[src/rtl/alu_issuer.sv]
// rtl/alu_issuer.sv - sequential front end that issues register operands to a combinational ALU
module alu_issuer #(
    parameter int REGS = 8
) (
    input  logic        clk,
    input  logic        reset,
    input  logic        in_valid,
    output logic        in_ready,
    input  logic [15:0] in_instr,
    output logic [31:0] alu_A,
    output logic [31:0] alu_B,
    output logic [2:0]  alu_op,
    input  logic [31:0] alu_C,
    output logic        out_valid,
    input  logic        out_ready,
    output logic [31:0] out_data,
    output logic [2:0]  out_rd,
    output logic [15:0] retire_cnt
);

    localparam logic [1:0] ST_IDLE = 2'd0;
    localparam logic [1:0] ST_EXEC = 2'd1;
    localparam logic [1:0] ST_RESP = 2'd2;

    localparam logic [2:0] OP_SRL = 3'b100;
    localparam logic [2:0] OP_SRA = 3'b101;
    localparam logic [2:0] OP_LI  = 3'b110;
    localparam logic [2:0] OP_NOP = 3'b111;

    logic [1:0]  r_state;
    logic [15:0] r_instr;
    logic [31:0] r_regs [0:7];
    logic [31:0] r_result;
    logic [2:0]  r_rd;
    logic [15:0] r_retire_cnt;

    logic [2:0]  w_op;
    logic [2:0]  w_rd;
    logic [2:0]  w_rs;
    logic [2:0]  w_rt;
    logic [9:0]  w_imm;
    logic [31:0] w_rs_val;
    logic [31:0] w_rt_val;
    logic        w_is_alu;
    logic        w_is_shift;
    logic        w_wr_en;
    logic [31:0] w_exec_val;

    // r0 and addresses beyond REGS are not backed by storage: reads give 0, writes vanish.
    function automatic logic addr_ok(input logic [2:0] a);
        return (a != 3'd0) && (32'(a) < REGS);
    endfunction

    assign w_op  = r_instr[15:13];
    assign w_rd  = r_instr[12:10];
    assign w_rs  = r_instr[9:7];
    assign w_rt  = r_instr[6:4];
    assign w_imm = r_instr[9:0];

    assign w_rs_val   = addr_ok(w_rs) ? r_regs[w_rs] : 32'd0;
    assign w_rt_val   = addr_ok(w_rt) ? r_regs[w_rt] : 32'd0;
    assign w_is_alu   = (w_op != OP_LI) && (w_op != OP_NOP);
    assign w_is_shift = (w_op == OP_SRL) || (w_op == OP_SRA);
    assign w_wr_en    = (w_op != OP_NOP) && addr_ok(w_rd);

    always_comb begin
        alu_A  = 32'd0;
        alu_B  = 32'd0;
        alu_op = 3'd0;
        if (r_state == ST_EXEC && w_is_alu) begin
            alu_A  = w_rs_val;
            alu_B  = w_is_shift ? {27'd0, w_rt_val[4:0]} : w_rt_val;
            alu_op = w_op;
        end
    end

    always_comb begin
        w_exec_val = 32'd0;
        if (w_is_alu) begin
            w_exec_val = alu_C;
        end else if (w_op == OP_LI) begin
            w_exec_val = {{22{w_imm[9]}}, w_imm};
        end
    end

    always_ff @(posedge clk) begin
        if (!reset) begin
            r_state      <= ST_IDLE;
            r_instr      <= 16'd0;
            r_result     <= 32'd0;
            r_rd         <= 3'd0;
            r_retire_cnt <= 16'd0;
            for (int i = 0; i < 8; i++) begin
                r_regs[i] <= 32'd0;
            end
        end else begin
            case (r_state)
                ST_IDLE: begin
                    if (in_valid) begin
                        r_instr <= in_instr;
                        r_state <= ST_EXEC;
                    end
                end
                ST_EXEC: begin
                    r_result <= w_exec_val;
                    r_rd     <= w_rd;
                    if (w_wr_en) begin
                        r_regs[w_rd] <= w_exec_val;
                    end
                    r_state <= ST_RESP;
                end
                ST_RESP: begin
                    if (out_ready) begin
                        r_retire_cnt <= r_retire_cnt + 16'd1;
                        r_state      <= ST_IDLE;
                    end
                end
                default: begin
                    r_state <= ST_IDLE;
                end
            endcase
        end
    end

    assign in_ready   = (r_state == ST_IDLE);
    assign out_valid  = (r_state == ST_RESP);
    assign out_data   = r_result;
    assign out_rd     = r_rd;
    assign retire_cnt = r_retire_cnt;

endmodule

[config.mk]
export PLATFORM = sky130hd
export DESIGN_NAME = alu_issuer
export DESIGN_NICKNAME = d
export VERILOG_FILES = /design/src/rtl/alu_issuer.sv
export SDC_FILE = /design/constraint.sdc
export NUM_CORES = 1
export LEC_CHECK = 0
export BUFFER_PORTS_ARGS = -buffer_cell sky130_fd_sc_hd__clkbuf_2
export CELL_PAD_IN_SITES_DETAIL_PLACEMENT = 1
export CELL_PAD_IN_SITES_GLOBAL_PLACEMENT = 2
export CORE_ASPECT_RATIO = 1.1
export CORE_MARGIN = 5
export CORE_UTILIZATION = 43
export CTS_BUF_LIST = sky130_fd_sc_hd__clkbuf_4
export CTS_CLUSTER_SIZE = 12
export DETAILED_ROUTE_END_ITERATION = 7
export PLACE_DENSITY = 0.92
export SLEW_MARGIN = 40
export SYNTH_ARGS = -nofsm -noshare
export SYNTH_HDL_FRONTEND = slang
export SYNTH_SLANG_ARGS = --single-unit
[constraint.sdc]
create_clock -name clk -period 2.73 [get_ports clk]
set_input_delay 0.4095 -clock clk [delete_from_list [all_inputs] [get_ports clk]]
set_output_delay 0.4095 -clock clk [all_outputs]
set_load 0.05 [all_outputs]
==> summary.txt <==
Critical path
  – Data required time of the worst path: 2.32 ns
  – Worst setup path class: flip-flop to primary output
  – Setup crit end kind: primary output
  – Worst setup SP type: flip-flop
  – Data arrival, critical path: approximately 2.5 ns
  – Maximum fanout along the worst path: 6

Synth
  – Cell with the most instances after synthesis: nor2_1
  – Area fraction of the dominant cell type after synthesis: 0.487
  – Number of flops mapped to enable cells by yosys: 256
  – Cell taking the most area after synthesis: edfxtp_1
  – Syn Area/Cell: 13.5 um^2
  – Async SR Flop Fraction: 0
  – Syn Inst Count: between 1000 and 1500
  – Synth Cell Area: 15800 um^2
  – Synth Flop Type: edfxtp_1
  – Post-synthesis sequential area ratio: 0.582
  – Count of cell types in the netlist: 40
  – Synth warn: 0
  – Most frequent cells after synthesis: nor2_1, edfxtp_1, mux4_2
  – Synth area leaders: edfxtp_1, mux4_2, dfxtp_1, nor2_1, mux2i_1
  – Yosys reg bits: roughly 330

Floorplan
  – Chip Width: 193 um
  – FP Rows: 73
  – Die footprint: 40600 um^2
  – Die H: 211 um
  – Core area: 36300 um^2
  – # IOs: 172
  – Initial Utilization: 0.435

Outcome
  – Failing checks: negative setup slack
  – Status: finished, violations left

Final layout
  – Fill cell count: 3628
  – Area growth syn-to-layout: 29.8%
  – Finished Layout Cells: between 2000 and 2500
  – Share of cells above drive strength 1: 0.391
  – Final layout net count: 1510
  – Final Core Density: 0.565

Detailed routing
  – Pre-antenna DRT Iters: 5
  – Drt wl/cell: 26.1 um
  – WL final: 52.6 mm
  – Initial drt markers: 1013
  – ANT nets after route: 0
  – Via count: 11600
  – Vias/cell: 5.77
  – DRC violations left: 0

GRT
  – GRT overflow: 0
  – Antenna violations before repair: 1
  – Largest net degree at the start of global routing: 101
  – First-pass GRT wire length: 78.5 mm
  – GRT Total Usage: 0.258
  – Vias in the first global route: 13000

Min path
  – Hold crit path type: primary input to flip-flop

Timing
  – Post-layout min period: 2.89 ns
  – Slew HR: 0.470
  – Hold violation count in the final report: 0
  – RSZ-0062 raised after global routing: true
  – Max Clock Skew: 0.0316 ns
  – Final number of max-transition violations: 0
  – Worst Slack Setup Final: -0.159 ns
  – Achievable Freq: 346 MHz
  – Tcrit/Tclk final: 1.06
  – Setup TNS: -6.14 ns
  – Worst-Margin Slew: roughly 0.79 ns
  – Final setup fails: 62
  – Worst hold slack: 0.0818 ns

Power
  – Peak supply drop: ~280 uV
  – P_leak: 7.40 nW
  – Total power: between 0.01 and 0.015 W
  – Power per cell area: 594 nW/um^2

Flow run
  – Number of max-cap violations: 0

Place
  – DP Cell Count: roughly 1800
  – Gp weighted congestion: ~0.77
  – Post-detail-place hpwl: 30.3 mm
  – # port buffers: between 150 and 200

CTS
  – Worst-case clock buffer depth: 3
  – Clock-pin slew of the registers on the worst-case setup and hold paths: 0.07 ns
  – Root Driver: clkbuf_4
  – CTS H-tree depth: 3
  – CTS tree: built
  – CTS buffer count: 86
  – Worst-Skew Late Latency: 0.73 ns
  – Clock Sinks: 331
sequential cells by signal (all words and copies together) (netlist names), named ones only:
signal,count
retire_cnt,16
out_rd,3
r_state,2
r_instr,16
out_data,32
r_regs,256
worst max-delay path, stage by stage, from the launching register on:
cell and delay (ns):
dfxtp_4 0.39, buf_12 0.15, buf_16 0.15, mux4_2 0.58, mux2i_4 0.20, nor2_1 0.10, buf_12 0.18
placed cells by master (no fill, tap or decap), types with 7 or more instances in the layout:
cell type / count
nor2_1: 313
edfxtp_1: 256
clkbuf_4: 134
mux4_2: 128
clkbuf_2: 107
dfxtp_1: 69
buf_12: 63
nand2_1: 52
mux2i_1: 47
a211oi_1: 32
conb_1: 32
buf_4: 28
a21oi_1: 26
nor2_2: 21
clkbuf_8: 20
a21boi_2: 19
clkinv_1: 17
dlygate4sd3_1: 17
mux2i_2: 12
nor3b_1: 10
nand2_2: 8
clkbuf_16: 8
mux2i_4: 7
buf_16: 7
kinds of logic (layout without fill, tap and decap cells):
logic type / after synthesis / after routing / synth area share
muxes: 194 / 194 / 0.224
and+or+nand+nor: 448 / 448 / 0.116
DFF: 331 / 331 / 0.582
xor gates and xnor gates: 11 / 11 / 0.00610
other: 1 / 33 / 0.000238
adders and majority gates: 1 / 1 / 0.000792
AOI/OAI and AO/OA: 91 / 91 / 0.0438
buffers and inverters: 92 / 418 / 0.0262
path summary, 6_finish.rpt:
path                    start       endpoint  slack (ns)  cells after the start
hold reg to reg    r_instr[3]     r_instr[3]        0.46                      2
hold / removal      alu_C[23]  r_regs[3][23]        0.08                      3
setup reg to reg  r_instr[13]  r_regs[2][13]        0.47                      4
setup / recovery    flip-flop      alu_A[22]       -0.16                      6
what timing repair did:
| item | 4_1_cts | 5_1_grt |
|---|---|---|
| hold buffers | 17 | 0 |
| endpoints found under the hold margin | 23 | 0 |
| cloned | 9 | 6 |
| buffers inserted | 12 | 8 |
| pin swaps | 3 | 11 |
| resized for setup | 94 | 37 |
| endpoints found under the setup margin | 65 | 66 |
layout make-up:
class                   count  area, um^2  share of cell area
clock inverters            23         143             0.00696
repair buffers            260        2980               0.145
well taps                 487         609              0.0297
diodes                      1        2.50            0.000122
multi-input cells         777        6550               0.319
clock buffers             134        1010              0.0491
inverters                   1        6.26            0.000305
flip-flops and latches    331        9200               0.449
power by group:
part,total (W),switching (W),internal [W]
clock network,0.00451,0.00209,0.00242
logic,0.00186,0.00105,0.000815
registers,0.00580,0.000158,0.00564
total,0.0122,0.00329,0.00887
metal layers:
layer | up-vias | track usage | wire length, um
met5 | - | 0 | 0
met4 | 0 | 0.0898 | 1320
met3 | 90 | 0.0451 | 3740
met2 | 574 | 0.456 | 27700
met1 | 5975 | 0.319 | 19900
li1 | 4977 | - | -
through the flow:
stage / worst slack (ns) / cell area, um^2
after global placement: 0.499 / 18100
after detailed placement: 0.480 / 18100
after CTS: -0.211 / 20300
after global routing: -0.254 / 20500
after floorplan: 0.344 / 15900
final: -0.159 / 20500
No activity file was read; power rests on OpenSTA's default activity.
